`config.mk`:
```
export PLATFORM = sky130hd
export DESIGN_NAME = way_select_ctrl
export DESIGN_NICKNAME = d
export VERILOG_FILES = /design/src/rtl/cache_ctrl_pkg.sv /design/src/rtl/way_select_ctrl_plru_tree.sv /design/src/rtl/way_select_ctrl.sv
export SDC_FILE = /design/constraint.sdc
export NUM_CORES = 1
export LEC_CHECK = 0
export CELL_PAD_IN_SITES_DETAIL_PLACEMENT = 1
export CELL_PAD_IN_SITES_GLOBAL_PLACEMENT = 1
export CORE_AREA = 2 2 151 139
export DETAILED_ROUTE_END_ITERATION = 12
export DIE_AREA = 0 0 153 141
export PLACE_DENSITY = 0.72
export SLEW_MARGIN = 5
export SYNTH_ARGS = -nofsm -noshare
export SYNTH_HDL_FRONTEND = slang
export SYNTH_HIERARCHICAL = 1
export SYNTH_SLANG_ARGS = --single-unit
```
`constraint.sdc`:
```
create_clock -name clk -period 4.05 [get_ports clk]
set_clock_uncertainty 0.05 [all_clocks]
set_input_delay 0.81 -clock clk [delete_from_list [all_inputs] [get_ports clk]]
set_output_delay 0.81 -clock clk [all_outputs]
set_load 0.05 [all_outputs]
```
`src/rtl/cache_ctrl_pkg.sv`:
```
// cache_ctrl_pkg: shared FSM state type, default geometry and tree-PLRU helpers
package cache_ctrl_pkg;
  localparam int WAYS = 8;
  localparam int SETS = 16;
  localparam int TAG_W = 12;
  localparam int WAY_W = $clog2(WAYS);
  localparam int SET_W = $clog2(SETS);
  localparam int PLRU_W = WAYS - 1;

  typedef enum logic [1:0] {IDLE, LOOKUP, RESP} state_e;

  // Helpers work on a 16-way-sized tree; levels = log2(ways) limits the walk.
  function automatic logic [3:0] plru_victim(input logic [14:0] bits, input int levels);
    logic [3:0] node;
    logic [3:0] way;
    node = '0;
    way = '0;
    for (int l = 0; l < 4; l++) begin
      if (l < levels) begin
        way = {way[2:0], bits[node]};
        node = {node[2:0], 1'b0} + 4'd1 + 4'(bits[node]);
      end
    end
    return way;
  endfunction

  function automatic logic [14:0] plru_touch(input logic [14:0] bits, input logic [3:0] way, input int levels);
    logic [3:0] node;
    logic [3:0] w;
    logic [14:0] nb;
    node = '0;
    nb = bits;
    w = way << (4 - levels);
    for (int l = 0; l < 4; l++) begin
      if (l < levels) begin
        nb[node] = ~w[3];
        node = {node[2:0], 1'b0} + 4'd1 + 4'(w[3]);
        w = {w[2:0], 1'b0};
      end
    end
    return nb;
  endfunction
endpackage

```
`src/rtl/way_select_ctrl_plru_tree.sv`:
```
// plru_tree: victim choice and post-touch bits for one set's PLRU tree
module plru_tree import cache_ctrl_pkg::*; #(
  parameter int WAYS = 8,
  localparam int WAY_W = $clog2(WAYS),
  localparam int PLRU_W = WAYS - 1
) (
  input  logic [PLRU_W-1:0] bits_i,
  input  logic [WAY_W-1:0]  touch_way_i,
  output logic [WAY_W-1:0]  victim_o,
  output logic [PLRU_W-1:0] next_o
);
  logic [14:0] bits_ext;
  logic [3:0]  victim_ext;
  logic [14:0] next_ext;
  always_comb begin
    bits_ext = 15'(bits_i);
    victim_ext = plru_victim(bits_ext, WAY_W);
    next_ext = plru_touch(bits_ext, 4'(touch_way_i), WAY_W);
  end
  assign victim_o = victim_ext[WAY_W-1:0];
  assign next_o = next_ext[PLRU_W-1:0];
endmodule

```
`src/rtl/way_select_ctrl.sv`:
```
// way_select_ctrl: one-at-a-time tag lookup, hit/victim way select and per-set tree PLRU
module way_select_ctrl import cache_ctrl_pkg::*; #(
  parameter int WAYS = 8,
  parameter int SETS = 16,
  parameter int TAG_W = 12,
  localparam int WAY_W = $clog2(WAYS),
  localparam int SET_W = $clog2(SETS),
  localparam int PLRU_W = WAYS - 1
) (
  input  logic                  clk,
  input  logic                  rst_n,
  input  logic                  req_valid,
  output logic                  req_ready,
  input  logic [SET_W-1:0]      req_set,
  input  logic [TAG_W-1:0]      req_tag,
  input  logic                  req_fill,
  input  logic [WAYS*TAG_W-1:0] way_tags,
  input  logic [WAYS-1:0]       way_valid,
  output logic                  resp_valid,
  input  logic                  resp_ready,
  output logic                  resp_hit,
  output logic [WAY_W-1:0]      resp_way,
  output logic                  err_multihit
);
  state_e state_q, state_d;
  logic [SET_W-1:0] set_q;
  logic [TAG_W-1:0] tag_q;
  logic fill_q, hit_q, err_q;
  logic [WAY_W-1:0] way_q;
  logic [PLRU_W-1:0] plru_q [SETS];
  logic match_any, multi, inv_any;
  logic [WAY_W-1:0] hit_way, inv_way, victim, lookup_way;
  logic [PLRU_W-1:0] plru_next;

  plru_tree #(.WAYS(WAYS)) u_plru (
    .bits_i(plru_q[set_q]),
    .touch_way_i(way_q),
    .victim_o(victim),
    .next_o(plru_next)
  );

  // Descending scan so the lowest matching / invalid index wins.
  always_comb begin
    match_any = 1'b0;
    multi = 1'b0;
    inv_any = 1'b0;
    hit_way = '0;
    inv_way = '0;
    for (int i = WAYS - 1; i >= 0; i--) begin
      if (way_valid[i] && way_tags[i*TAG_W +: TAG_W] == tag_q) begin
        multi = multi | match_any;
        match_any = 1'b1;
        hit_way = WAY_W'(i);
      end
      if (!way_valid[i]) begin
        inv_any = 1'b1;
        inv_way = WAY_W'(i);
      end
    end
    lookup_way = match_any ? hit_way : inv_any ? inv_way : victim;
  end

  always_comb begin
    state_d = state_q;
    if (state_q == IDLE && req_valid) state_d = LOOKUP;
    else if (state_q == LOOKUP) state_d = RESP;
    else if (state_q == RESP && resp_ready) state_d = IDLE;
  end

  always_ff @(posedge clk or negedge rst_n) begin
    if (!rst_n) begin
      state_q <= IDLE;
      set_q <= '0;
      tag_q <= '0;
      fill_q <= 1'b0;
      hit_q <= 1'b0;
      way_q <= '0;
      err_q <= 1'b0;
      for (int s = 0; s < SETS; s++) plru_q[s] <= '0;
    end else begin
      state_q <= state_d;
      if (state_q == IDLE && req_valid) begin
        set_q <= req_set;
        tag_q <= req_tag;
        fill_q <= req_fill;
      end
      if (state_q == LOOKUP) begin
        hit_q <= match_any;
        way_q <= lookup_way;
        err_q <= err_q | multi;
      end
      if (state_q == RESP && resp_ready && (hit_q || fill_q)) plru_q[set_q] <= plru_next;
    end
  end

  assign req_ready = state_q == IDLE;
  assign resp_valid = state_q == RESP;
  assign resp_hit = hit_q;
  assign resp_way = way_q;
  assign err_multihit = err_q;
endmodule

```
==> results.toml, run 1 <==
[cts]
cts_sinks = 136
htreeDepth = 4
cts_tree = "yes"
cts_hold_buf = 0
max-clock-path-buffers = 2
cts_buffers = 17
clk_pin_slew_ns = 0.06
clkLatencyLatePin_ns = 0.43
root_buffer = "clkbuf_16"

[timing]
max_freq_ghz = 0.2591
maxSlewViolCount = 0
setup_violations = 0
final-hold-violation-count = 0
fin_crit_sh = 0.9529
tns_ns = 0
relSlewSlack = 0.1768
worstMarginPinSlew_ns = 1.235
fin_crit_ns = 3.859

[critical_path]
crit_family = "multiplexers"
crit_buf_inv = 1
crit_slowest_cell = "mux4_2"
path_max_fanout = 15
path_cells = "buf_12, mux4_2, mux4_2, mux2i_4, ha_4, mux2i_1, nor2_1, a311oi_1, a41oi_1, o21ai_0, a21boi_0, o21ai_0, a21bo_2, o31ai_1, a31o_1"
cp.arrival_ns = 4.12
reg2reg_from = "set_q[0]$_DFFE_PN0P_"
rrSetupSlack_ns = 0.19
worstSetupStartpoint = "set_q[0]$_DFFE_PN0P_"
worstSetupStartpointType = "flop"
critPathCaptureType = "flop"
critical_path_class = "flop to flop"
cp.required_ns = 4.31
slowest_delay_ns = 0.58

[yosys]
synth-seq-cells = 136
synth_edf_count = 0
synth.distinct_cells = 55
yosysSeqAreaShare = 0.4437
avgSynthCellArea_um2 = 13.32
yosys_most_used_dff = "dfrtp_1"
yosys_warnings = 6
synthCells = 576
syn-num-nets = 702
syn_area_um2 = 7670
async_flop_share = 1.000

[floorplanning]
initial_utilization = 0.3796
io_pins = 132
rows = 50
die_w_um = 153
fp.dieH_um = 141
core-area_um2 = 20210
die_area_um2 = 21570

[global_routing]
grt_usage = 0.2107
grt_pass1_wl_mm = 34.21
grt_pass1_vias = 5738
grt_overflow = 0
grt_max_degree = 123
antenna_found_initial = 0

[flow_run]
cap_violations = 0

[placement]
hpwl_mm = 16.53
routabilityCongestion = 0.8532
placed_cells = 943
io_buffers = 131
placed_area_um2 = 9193

[final_layout]
area_delta_synth_final_pct = 27.86
multi_input_area_um2 = 4019
utilization = 0.4853
num_antenna_cells = 0
finalNonFillerCells = 977
seq_area_um2 = 3405
drive_gt1_frac = 0.2943
final_common_cell = "dfrtp_1"
fill_cells = 2072
design_area_um2 = 9807
finalNetCount = 830
final_cell_mix = "dfrtp_1, clkdlybuf4s50_1, mux2_2"

[detailed_routing]
dr_total_vias = 5313
drtIter0Drc = 306
drc_errors = 0
routedWlPerCell_um = 22.74
antenna_left = 0
dr.pass1.iters = 4
vias_per_cell = 5.438
drt-total-wl_mm = 22.22

[power_and_ir_drop]
power.leakage_uw = 0.004147
vdd_drop_max_mv = 0.4617
powerDensity_nw_per_um2 = 669.8

[min_path]
hold_path_class = "flop to flop"
hp-start = "plru_q[17]$_DFFE_PN0P_"

[status]
outcome = "finished, final reports clean"
[registers in the layout, indices dropped and copies added (netlist names)]
name and cells:
err_multihit 1, fill_q 1, plru_q 112, resp_hit 1
resp_way 3, set_q 4, state_q 2, tag_q 12
[final timing paths]
check	end	cells after the start
max	resp_way[0]$_DFFE_PN0P_	15
min	plru_q[17]$_DFFE_PN0P_	1
max reg2reg	resp_way[0]$_DFFE_PN0P_	15
min reg2reg	plru_q[17]$_DFFE_PN0P_	1
max in group asynchronous	plru_q[23]$_DFFE_PN0P_	2
min in group asynchronous	plru_q[52]$_DFFE_PN0P_	1
[per-layer routing]
| layer | wire length (um) | global-route usage |
|---|---|---|
| met5 | 0 | 0 |
| met2 | 11280 | 0.3427 |
| met4 | 455 | 0.06774 |
| met3 | 724 | 0.04304 |
| met1 | 9763 | 0.2849 |
[where the power goes]
group | total, uW | switching (uW) | internal, uW
Clock | 1520 | 563 | 953
Sequential | 2370 | 601 | 1770
Combinational | 2680 | 1240 | 1440
[through the flow]
stage | power [uW] | hold WS [ns] | worst slack [ns]
2_1_floorplan | 4213 | 0.4026 | 0.1902
3_3_place_gp | 4817 | 0.4128 | 0.2316
3_5_place_dp | 4974 | 0.4238 | 0.1584
4_1_cts | 6519 | 0.4377 | 0.1549
5_1_grt | 6923 | 0.4568 | -0.03572
6_report | 6569 | 0.4342 | 0.1907
[cells by family after synthesis]
family | synth area share
xor gates and xnor gates | 0.1126
DFF | 0.4437
adders and majority gates | 0.004241
muxes | 0.2967
buffers and inverters | 0.03507
AOI/OAI and AO/OA | 0.02953
and+or+nand+nor | 0.07814
[synthesized netlist by cell type, drive strengths merged, types with 3 or more instances]
library cell	number	area, um^2
dfrtp	136	3403
mux2	130	1464
xnor2	96	863.3
mux4	35	788.3
nand2	29	108.9
buf	23	186.4
nand4	17	106.4
clkbuf	14	52.55
nor2	12	47.55
nand3	10	50.05
nor4	10	147.6
inv	8	30.03
o21ai	7	35.03
nor2b	5	31.28
a21oi	4	20.02
nor3	3	20.02
o211ai	3	22.52
[area by class of cell]
type | instances | area share
flip-flops and latches | 136 | 0.3472
well taps | 260 | 0.03317
clock inverters | 7 | 0.009441
inverters | 8 | 0.003062
multi-input cells | 395 | 0.4098
clock buffers | 25 | 0.04950
repair buffers | 146 | 0.1479
[repair_timing]
action	CTS	global route
setup endpoints to repair	0	1
hold endpoints to repair	0	0
buffers inserted	0	2
gates resized for setup	0	2
No activity file was read; power rests on OpenSTA's default activity.
==> run 2: changes to the inputs <==
Settings changed: CORE_AREA 2 2 151 139 to 2 2 172 157, DIE_AREA 0 0 153 141 to 0 0 174 159, PLACE_DENSITY 0.72 to 0.58.
==> run 2 against run 1 <==
  * Sequential share of layout area shrank 0.43 points
  * Global-route usage shrank 3.9 points
  * Die area grew 28%
  * Total power grew 0.29%
  * Non-clock buffer count grew 1
  * Clock-buffer cell count shrank 6
  * Final cell count grew 9.1%
  * Clock power shrank 3%
  * Sequential power is essentially flat
  * Setup slack gained 0.077 ns
  * Via count shrank 1.5%
  * Critical path type unchanged
  * Highest routed layer unchanged
==> results.toml, run 2 (synthesized netlist as in run 1, its figures left out) <==
[status]
outcome = "finished, final reports clean"

[timing]
rsz0062_at_grt = "no"
relSlewSlack = 0.2056
tns_ns = 0
setup_violations = 0
worstMarginPinSlew_ns = 1.192
final-hold-violation-count = 0
fin_crit_sh = 0.9338
maxSlewViolCount = 0
holdWs_ns = 0.4328
max_freq_ghz = 0.2644
fin_crit_ns = 3.782

[detailed_routing]
dr_total_vias = 5233
dr.pass1.iters = 4
drc_errors = 0
routedWlPerCell_um = 21.78
met2_length_mm = 11.65
drt-total-wl_mm = 23.21
vias_per_cell = 4.909
route.met3.wl_um = 514
antenna_left = 0
drtIter0Drc = 243
wl_met1_mm = 10.83
highest_layer = "met4"

[final_layout]
largest_reg_flops = 112
finalNetCount = 831
seq_area_um2 = 3405
final_cell_mix = "dfrtp_1, clkdlybuf4s50_1, mux2_2"
finalNonFillerCells = 1066
drive_gt1_frac = 0.3036
multi_input_area_um2 = 4024
num_antenna_cells = 0
area_delta_synth_final_pct = 29.48
top_register = "plru_q"
fill_cells = 2798
top_regs = "plru_q: 112 flops, tag_q: 12 flops, set_q: 4 flops"
final_common_cell = "dfrtp_1"

[power_and_ir_drop]
vdd_drop_max_mv = 0.4029
powerDensity_nw_per_um2 = 663.4
power.leakage_uw = 0.004135

[global_routing]
grt_overflow = 0
grt_pass1_wl_mm = 35.89
grt_usage = 0.1717
antenna_found_initial = 0
grt_max_degree = 92
grt_pass1_vias = 5906

[floorplanning]
die_area_um2 = 27670
initial_utilization = 0.2975
die_w_um = 174
io_pins = 132
rows = 56
fp.dieH_um = 159
core-area_um2 = 25780

[min_path]
hold_path_class = "primary input to asynchronous set/reset pin"

[critical_path]
worstSetupStartpoint = "set_q[0]$_DFFE_PN0P_"
worstSetupStartpointType = "flop"
critical_path_class = "flop to flop"
rrSetupSlack_ns = 0.27
critPathCaptureType = "flop"
cp.arrival_ns = 4.04
path_max_fanout = 12
r2r-end = "resp_way[0]$_DFFE_PN0P_"
ff2ff_path_depth = 15
reg2reg_from = "set_q[0]$_DFFE_PN0P_"
cp.required_ns = 4.30

[placement]
io_buffers = 131
routabilityCongestion = 0.8120
hpwl_mm = 17.58
placed_cells = 1031

[flow_run]
cap_violations = 0

[cts]
cts_sinks = 136
cts_buffers = 17
htreeDepth = 4
root_buffer = "clkbuf_16"
max-clock-path-buffers = 2
clk_pin_slew_ns = 0.06
clkLatencyLatePin_ns = 0.42
cts_tree = "yes"
[run 2: through the flow]
step | util | setup WS, ns | area (um^2) | total power [uW]
after floorplan | - | 0.1902 | 7670 | 4213
after global placement | 0.3613 | 0.2041 | 9315 | 4890
after detailed placement | 0.3613 | 0.08123 | 9315 | 5036
after CTS | 0.3832 | 0.07080 | 9882 | 6541
after global routing | 0.3851 | 0.02979 | 9931 | 6986
final | 0.3851 | 0.2682 | 9931 | 6588
[run 2: area by class of cell]
cell class	count	share of cell area
Clock inverter	13	0.01247
Timing Repair Buffer	147	0.1480
Inverter	8	0.003024
Multi-Input combinational cell	395	0.4052
Tap cell	348	0.04385
Clock buffer	19	0.04460
Sequential cell	136	0.3428
[run 2: repair_timing]
action	CTS	global route
endpoints found under the setup margin	0	1
gates resized for setup	0	5
hold buffers	0	0
setup buffers	0	3
[run 2: where the power goes]
group	switching, uW	total (uW)	internal (uW)
sequential	583	2350	1770
clock	618	1480	866
combinational	1280	2750	1470
total	2480	6590	4110
[run 2: metal layers]
layer	GRT usage	vias to the layer above
met5	0	-
met4	0.04011	0
met3	0.02197	18
met2	0.2946	67
met1	0.2314	2798
li1	-	2350
[run 2: worst max-delay path by stage]
stage,endpoint,slack (ns),cells after the start
CTS,resp_way[0]$_DFFE_PN0P_,0.07,13
global route,resp_way[0]$_DFFE_PN0P_,0.03,13
finish,resp_way[0]$_DFFE_PN0P_,0.27,15
detailed placement,resp_way[0]$_DFFE_PN0P_,0.08,13
global placement,resp_way[0]$_DFFE_PN0P_,0.20,13
floorplan,resp_way[0]$_DFFE_PN0P_,0.19,14
[run 2: worst max-delay path, cell delays in order (launching register included)]
cell	delay (ns)
dfrtp_2	0.41
buf_12	0.17
mux4_2	0.52
mux4_2	0.53
mux2i_2	0.20
ha_4	0.31
mux2i_1	0.20
nor2_1	0.09
a311oi_2	0.29
a41oi_2	0.07
o21ai_0	0.18
a21boi_1	0.08
o21ai_0	0.16
a21bo_2	0.15
o31ai_1	0.07
a31o_1	0.20
